**src/rtl/bomb_scheduler.sv**
```systemverilog
// Two-player bomb scheduler: debounced drop requests are arbitrated into a pool of
// shared bomb slots, each timing fuse and blast phases on a tick, with blast damage and game outcome.
module bomb_scheduler #(
  parameter int NSLOT       = 4,
  parameter int FUSE_TICKS  = 3,
  parameter int BLAST_TICKS = 1,
  parameter int RANGE       = 1,
  parameter int HEALTH_INIT = 3
) (
  input  logic                 clk,
  input  logic                 rst,
  input  logic                 tick,
  input  logic                 a_req,
  input  logic                 b_req,
  input  logic [3:0]           a_x,
  input  logic [3:0]           a_y,
  input  logic [3:0]           b_x,
  input  logic [3:0]           b_y,
  output logic                 a_grant,
  output logic                 b_grant,
  output logic                 a_deny,
  output logic                 b_deny,
  output logic [1:0]           a_health,
  output logic [1:0]           b_health,
  output logic [NSLOT-1:0]     slot_fuse,
  output logic [NSLOT-1:0]     slot_blast,
  output logic [4*NSLOT-1:0]   slot_x,
  output logic [4*NSLOT-1:0]   slot_y,
  output logic                 game_over,
  output logic [1:0]           winner
);

  localparam int CMAX = (FUSE_TICKS > BLAST_TICKS) ? FUSE_TICKS : BLAST_TICKS;
  localparam int CW   = $clog2(CMAX + 1);
  localparam int IW   = (NSLOT > 1) ? $clog2(NSLOT) : 1;
  localparam int RC   = (RANGE > 15) ? 15 : RANGE;
  localparam logic [3:0] RNG = 4'(RC);

  typedef enum logic [1:0] {IDLE, FUSE, BLAST} slot_st_e;

  slot_st_e      st      [NSLOT];
  slot_st_e      st_nxt  [NSLOT];
  logic [CW-1:0] cnt     [NSLOT];
  logic [CW-1:0] cnt_nxt [NSLOT];
  logic [NSLOT-1:0] alloc;

  logic a_prev, b_prev, a_pend, b_pend, ptr;
  logic a_rise, b_rise, serve_a, serve_b;
  logic [3:0] req_x, req_y;
  logic any_idle, occupied, grant_ok;
  logic [IW-1:0] free_idx;
  logic a_hit, b_hit;

  function automatic logic [1:0] sat_dec(input logic [1:0] h);
    return (h == 2'd0) ? 2'd0 : h - 2'd1;
  endfunction

  function automatic logic [3:0] absdiff(input logic [3:0] p, input logic [3:0] q);
    return (p >= q) ? p - q : q - p;
  endfunction

  function automatic logic in_blast(input logic [3:0] px, input logic [3:0] py,
                                    input logic [3:0] bx, input logic [3:0] by);
    return ((px == bx) && (absdiff(py, by) <= RNG)) ||
           ((py == by) && (absdiff(px, bx) <= RNG));
  endfunction

  // Request arbitration: pointer low favours A when both are pending.
  always_comb begin
    a_rise   = a_req & ~a_prev;
    b_rise   = b_req & ~b_prev;
    serve_a  = a_pend & (~b_pend | ~ptr);
    serve_b  = b_pend & ~serve_a;
    req_x    = serve_a ? a_x : b_x;
    req_y    = serve_a ? a_y : b_y;
    any_idle = 1'b0;
    occupied = 1'b0;
    free_idx = '0;
    for (int i = NSLOT - 1; i >= 0; i--) begin
      if (st[i] == IDLE) begin
        any_idle = 1'b1;
        free_idx = IW'(i);
      end else if (slot_x[4*i +: 4] == req_x && slot_y[4*i +: 4] == req_y) begin
        occupied = 1'b1;
      end
    end
    grant_ok = (serve_a | serve_b) & any_idle & ~occupied & ~game_over;
  end

  // Slot timers; damage is taken only on the FUSE->BLAST transition.
  always_comb begin
    a_hit = 1'b0;
    b_hit = 1'b0;
    alloc = '0;
    for (int i = 0; i < NSLOT; i++) begin
      st_nxt[i]  = st[i];
      cnt_nxt[i] = cnt[i];
      case (st[i])
        IDLE: begin
          if (grant_ok && free_idx == IW'(i)) begin
            alloc[i]   = 1'b1;
            st_nxt[i]  = FUSE;
            cnt_nxt[i] = CW'(FUSE_TICKS);
          end
        end
        FUSE: begin
          if (tick) begin
            if (cnt[i] == CW'(1)) begin
              st_nxt[i]  = BLAST;
              cnt_nxt[i] = CW'(BLAST_TICKS);
              if (in_blast(a_x, a_y, slot_x[4*i +: 4], slot_y[4*i +: 4])) a_hit = 1'b1;
              if (in_blast(b_x, b_y, slot_x[4*i +: 4], slot_y[4*i +: 4])) b_hit = 1'b1;
            end else begin
              cnt_nxt[i] = cnt[i] - CW'(1);
            end
          end
        end
        BLAST: begin
          if (tick) begin
            if (cnt[i] == CW'(1)) begin
              st_nxt[i]  = IDLE;
              cnt_nxt[i] = '0;
            end else begin
              cnt_nxt[i] = cnt[i] - CW'(1);
            end
          end
        end
        default: begin
          st_nxt[i]  = IDLE;
          cnt_nxt[i] = '0;
        end
      endcase
    end
  end

  always_ff @(posedge clk) begin
    if (rst) begin
      // Capture the current button level so a held button is not seen as a new press.
      a_prev     <= a_req;
      b_prev     <= b_req;
      a_pend     <= 1'b0;
      b_pend     <= 1'b0;
      ptr        <= 1'b0;
      a_grant    <= 1'b0;
      b_grant    <= 1'b0;
      a_deny     <= 1'b0;
      b_deny     <= 1'b0;
      for (int i = 0; i < NSLOT; i++) begin
        st[i]  <= IDLE;
        cnt[i] <= '0;
      end
      slot_fuse  <= '0;
      slot_blast <= '0;
      slot_x     <= '0;
      slot_y     <= '0;
      a_health   <= 2'(HEALTH_INIT);
      b_health   <= 2'(HEALTH_INIT);
      game_over  <= 1'b0;
      winner     <= 2'b00;
    end else begin
      a_prev  <= a_req;
      b_prev  <= b_req;
      a_pend  <= a_rise | (a_pend & ~serve_a);
      b_pend  <= b_rise | (b_pend & ~serve_b);
      if (serve_a | serve_b) ptr <= ~ptr;
      a_grant <= serve_a & grant_ok;
      a_deny  <= serve_a & ~grant_ok;
      b_grant <= serve_b & grant_ok;
      b_deny  <= serve_b & ~grant_ok;
      for (int i = 0; i < NSLOT; i++) begin
        st[i]         <= st_nxt[i];
        cnt[i]        <= cnt_nxt[i];
        slot_fuse[i]  <= (st_nxt[i] == FUSE);
        slot_blast[i] <= (st_nxt[i] == BLAST);
        if (alloc[i]) begin
          slot_x[4*i +: 4] <= req_x;
          slot_y[4*i +: 4] <= req_y;
        end
      end
      if (a_hit) a_health <= sat_dec(a_health);
      if (b_hit) b_health <= sat_dec(b_health);
      if (!game_over && (a_health == 2'd0 || b_health == 2'd0)) begin
        game_over <= 1'b1;
        winner    <= {a_health == 2'd0, b_health == 2'd0};
      end
    end
  end

endmodule

```
**config.mk**
```make
export PLATFORM = sky130hd
export DESIGN_NAME = bomb_scheduler
export DESIGN_NICKNAME = d
export VERILOG_FILES = /design/src/rtl/bomb_scheduler.sv
export SDC_FILE = /design/constraint.sdc
export NUM_CORES = 1
export LEC_CHECK = 0
export BUFFER_PORTS_ARGS = -buffer_cell sky130_fd_sc_hd__buf_2
export CAP_MARGIN = 0
export CORE_ASPECT_RATIO = 0.8
export CORE_MARGIN = 1
export CORE_UTILIZATION = 29
export DETAILED_ROUTE_END_ITERATION = 12
export GPL_ROUTABILITY_DRIVEN = 1
export PLACE_DENSITY = 0.42
export SYNTH_ARGS = -nofsm -noshare
export SYNTH_HDL_FRONTEND = slang
export SYNTH_SLANG_ARGS = --single-unit
```
**constraint.sdc**
```tcl
create_clock -name clk -period 2.9 [get_ports clk]
set_input_delay 0.58 -clock clk [delete_from_list [all_inputs] [get_ports clk]]
set_output_delay 0.58 -clock clk [all_outputs]
set_load 0.005 [all_outputs]
```
==> summary.md <==
| Metric | Value |
|---|---|
| TritonCTS Buffers | `9` |
| Synth cell count leaders | `ha_1, inv_1, a21oi_1, dfxtp_1, o21ai_0` |
| Yosys top cell by area | `ha_1` |
| Synth warnings | `0` |
| Non-filler instance count after layout | `1666` |
| Post-synth ARST share | `0%` |
| RSZ-0062 raised after global routing | `true` |
| Cell row count | `54` |
| DRT iter0 DRCs | `between 600 and 700` |
| # IOs | `72` |
| Hpwl dp | `between 20000 and 30000 um` |
| Post-Syn Area | `8280 um^2` |
| Clk_skew | `between 0.01 and 0.015 ns` |
| Clk Tree Root Cell | `clkbuf_16` |
| First-pass GRT wire length | `49900 um` |
| Max-slew headroom at the worst pin | `67.3%` |
| Chip width | `191 um` |
| Post-synth top area share | `18.1%` |
| Setup CP Type | `input port to flip-flop` |
| Worst-path clk slew | `0.07 ns` |
| Setup crit end kind | `flip-flop` |
| Clock Latency Late Sink | `0.36 ns` |
| Sequential share of the synthesized area | `between 15 and 20%` |
| Slew Viols, Final | `0` |
| Startpoint types | `input port` |
| Min-Delay Path Class | `input port to flip-flop` |
| Antenna violations before repair | `0` |
| Cells after synthesis | `992` |
| Leak | `about 5.1 nW` |
| Dpl ws | `-0.490 ns` |
| DR WL/cell | `approximately 20 um` |
| PD cells | `313 nW/um^2` |
| Max-Cap Viols | `0` |
| Run status | `completed` |
| Final Instance Area | `11900 um^2` |
| Core area | `27600 um^2` |
| Vias in the first global route | `8460` |
| Slew @ Worst Pin | `0.486 ns` |
| Placed cell area | `~11000 um^2` |
| Number of synthesized flops with an enable pin | `0` |
| Worst VDD drop | `0.000288 V` |
| Hold_buf cts | `0` |
| Total Neg Setup Slack | `0 ns` |
| Number of iterations in the first detailed-routing pass | `5` |
| Synthesized flop and latch total | `72` |
| FMAX | `352 MHz` |
| Die H | `153 um` |
| Sink Count | `72` |
| H-tree depth | `3` |
| CTS tree | `built` |
| Crit share post-route | `about 98%` |
| Initial Util | `30.0%` |
| Detailed-route via count | `8596` |
| Diodes inserted | `0` |
| Remaining antenna violation count after routing | `0` |
| Global route total overflow | `0` |
| Largest net degree at the start of global routing | `46` |
| Share of layout cells above drive strength 1 | `35.4%` |
| Layout Nets | `~1500` |
| Top-count cell post-synth | `ha_1` |
| Setup ws final | `0.0555 ns` |
| Fillcell total | `2791` |
| Die Area | `29200 um^2` |
| Hold_ws | `approximately 0.33 ns` |
| GP Congestion | `0.913` |
| CP max FO | `5` |
| Crit path time final | `2.84 ns` |
| Vias per cell | `5.16` |
| Top FF cell, synth | `dfxtp_1` |
| IO buf count | `71` |
| Crit path DAT | `3.10 ns` |
| Top post-synthesis cells by area | `ha_1, dfxtp_1, fa_1, a21oi_1, inv_1` |
| Worst Path Required | `3.15 ns` |
| Final setup vio count | `0` |
| Synth unique cells | `74` |
| Drt drc | `0` |
| Fin. Hold Viols | `0` |
| CTS max path bufs | `2` |
| Final WL | `33300 um` |
| Syn_area_per_cell | `8.35 um^2` |
| Syn Nets | `about 1200` |
| Gr usage total | `roughly 23%` |
| Dpl cells | `roughly 1600` |
| Area Overhead vs Synth | `43.4%` |
==> path summary, 6_finish.rpt <==
check / cells past startpoint / slack (ns) / to / start
worst max register to register: 14 / 0.10 / slot_y[7]$_SDFFE_PP0P_ / a_pend$_SDFF_PP0_
worst min-delay path: 1 / 0.33 / b_prev$_DFF_P_ / b_req
worst min register to register: 2 / 0.46 / winner[0]$_SDFFE_PP0P_ / winner[0]$_SDFFE_PP0P_
worst max-delay path: 13 / 0.06 / a_health[0]$_SDFFE_PP1P_ / a_y[2]
==> flip-flops by register name, summed over array words and instances (netlist names) <==
signal      count
winner          2
a_health        2
slot_fuse       4
slot_blast      4
a_grant         1
b_deny          1
game_over       1
a_prev          1
a_deny          1
cnt             8
b_prev          1
b_health        2
b_pend          1
slot_x         16
ptr             1
st              8
a_pend          1
b_grant         1
slot_y         16
==> timing repair <==
| action | 4_1_cts | 5_1_grt |
|---|---|---|
| pin swaps | 6 | 37 |
| gates resized for setup | 28 | 104 |
| buffers inserted | 7 | 8 |
| setup endpoints to repair | 50 | 39 |
| cloned | 1 | 0 |
==> cell usage in the layout (no fill, tap or decap), types with 9 or more instances in the layout <==
| cell | count |
|---|---|
| buf_4 | 232 |
| ha_1 | 109 |
| inv_1 | 82 |
| buf_2 | 69 |
| a21oi_1 | 66 |
| dfxtp_1 | 63 |
| o21ai_0 | 49 |
| nand2_1 | 46 |
| nor3_1 | 46 |
| nor2_1 | 43 |
| nor2b_1 | 34 |
| xnor2_1 | 25 |
| a211oi_1 | 24 |
| fa_1 | 24 |
| nand3_1 | 20 |
| mux2i_1 | 19 |
| xor2_1 | 16 |
| nand4_1 | 13 |
| buf_12 | 12 |
| a311oi_1 | 11 |
| a21o_1 | 10 |
| nand2b_1 | 10 |
| and3_1 | 9 |
| nor4_1 | 9 |
| o21a_1 | 9 |
| clkbuf_16 | 9 |
==> power by group <==
| group | switching (W) | internal (W) | total [W] |
|---|---|---|---|
| Combinational | 0.000742 | 0.000638 | 0.00138 |
| Clock | 0.000522 | 0.000764 | 0.00129 |
| Sequential | 0.0000370 | 0.00102 | 0.00106 |
==> layout make-up <==
cell class | count | area [um^2] | share of cell area, %
clock buffers | 9 | 225 | 1.90
well taps | 364 | 455 | 3.83
multi-input cells | 802 | 6860 | 57.7
inverters | 90 | 363 | 3.05
clock inverters | 7 | 103 | 0.864
flip-flops and latches | 72 | 1460 | 12.3
repair buffers | 322 | 2420 | 20.4
==> logic make-up (layout without fill, tap and decap cells) <==
kind of cell	Yosys count	after routing	synth area share [%]
and+or+nand+nor	291	291	19.0
adders and majority gates	153	153	26.0
buffers and inverters	119	428	5.91
xor gates and xnor gates	43	43	4.55
muxes	31	31	3.90
DFF	72	72	17.4
AOI/OAI and AO/OA	283	284	23.2
==> per-layer routing <==
metal	GRT usage, %	share of wire [%]	up-vias
li1	-	-	4261
met3	3.86	4.3	37
met4	6.10	2.0	2
met1	32.7	50	4130
met2	34.2	44	166
met5	0.669	0.081	-
==> through the flow <==
step           utilization (%)  total power, W
2_1_floorplan                -         0.00176
3_3_place_gp              39.3         0.00233
3_5_place_dp              39.3         0.00233
4_1_cts                   41.2         0.00365
5_1_grt                   43.0         0.00392
6_report                  43.0         0.00372
==> worst max-delay path, stage by stage <==
cell,delay (ns)
buf_2,0.10
inv_1,0.29
ha_1,0.36
inv_1,0.09
o21ai_2,0.07
buf_4,0.13
o211ai_1,0.18
o31ai_1,0.13
a2111oi_2,0.38
buf_4,0.19
a41oi_2,0.04
and3_1,0.20
a221o_1,0.33
Note: power is estimated with default switching activity, not from simulation.
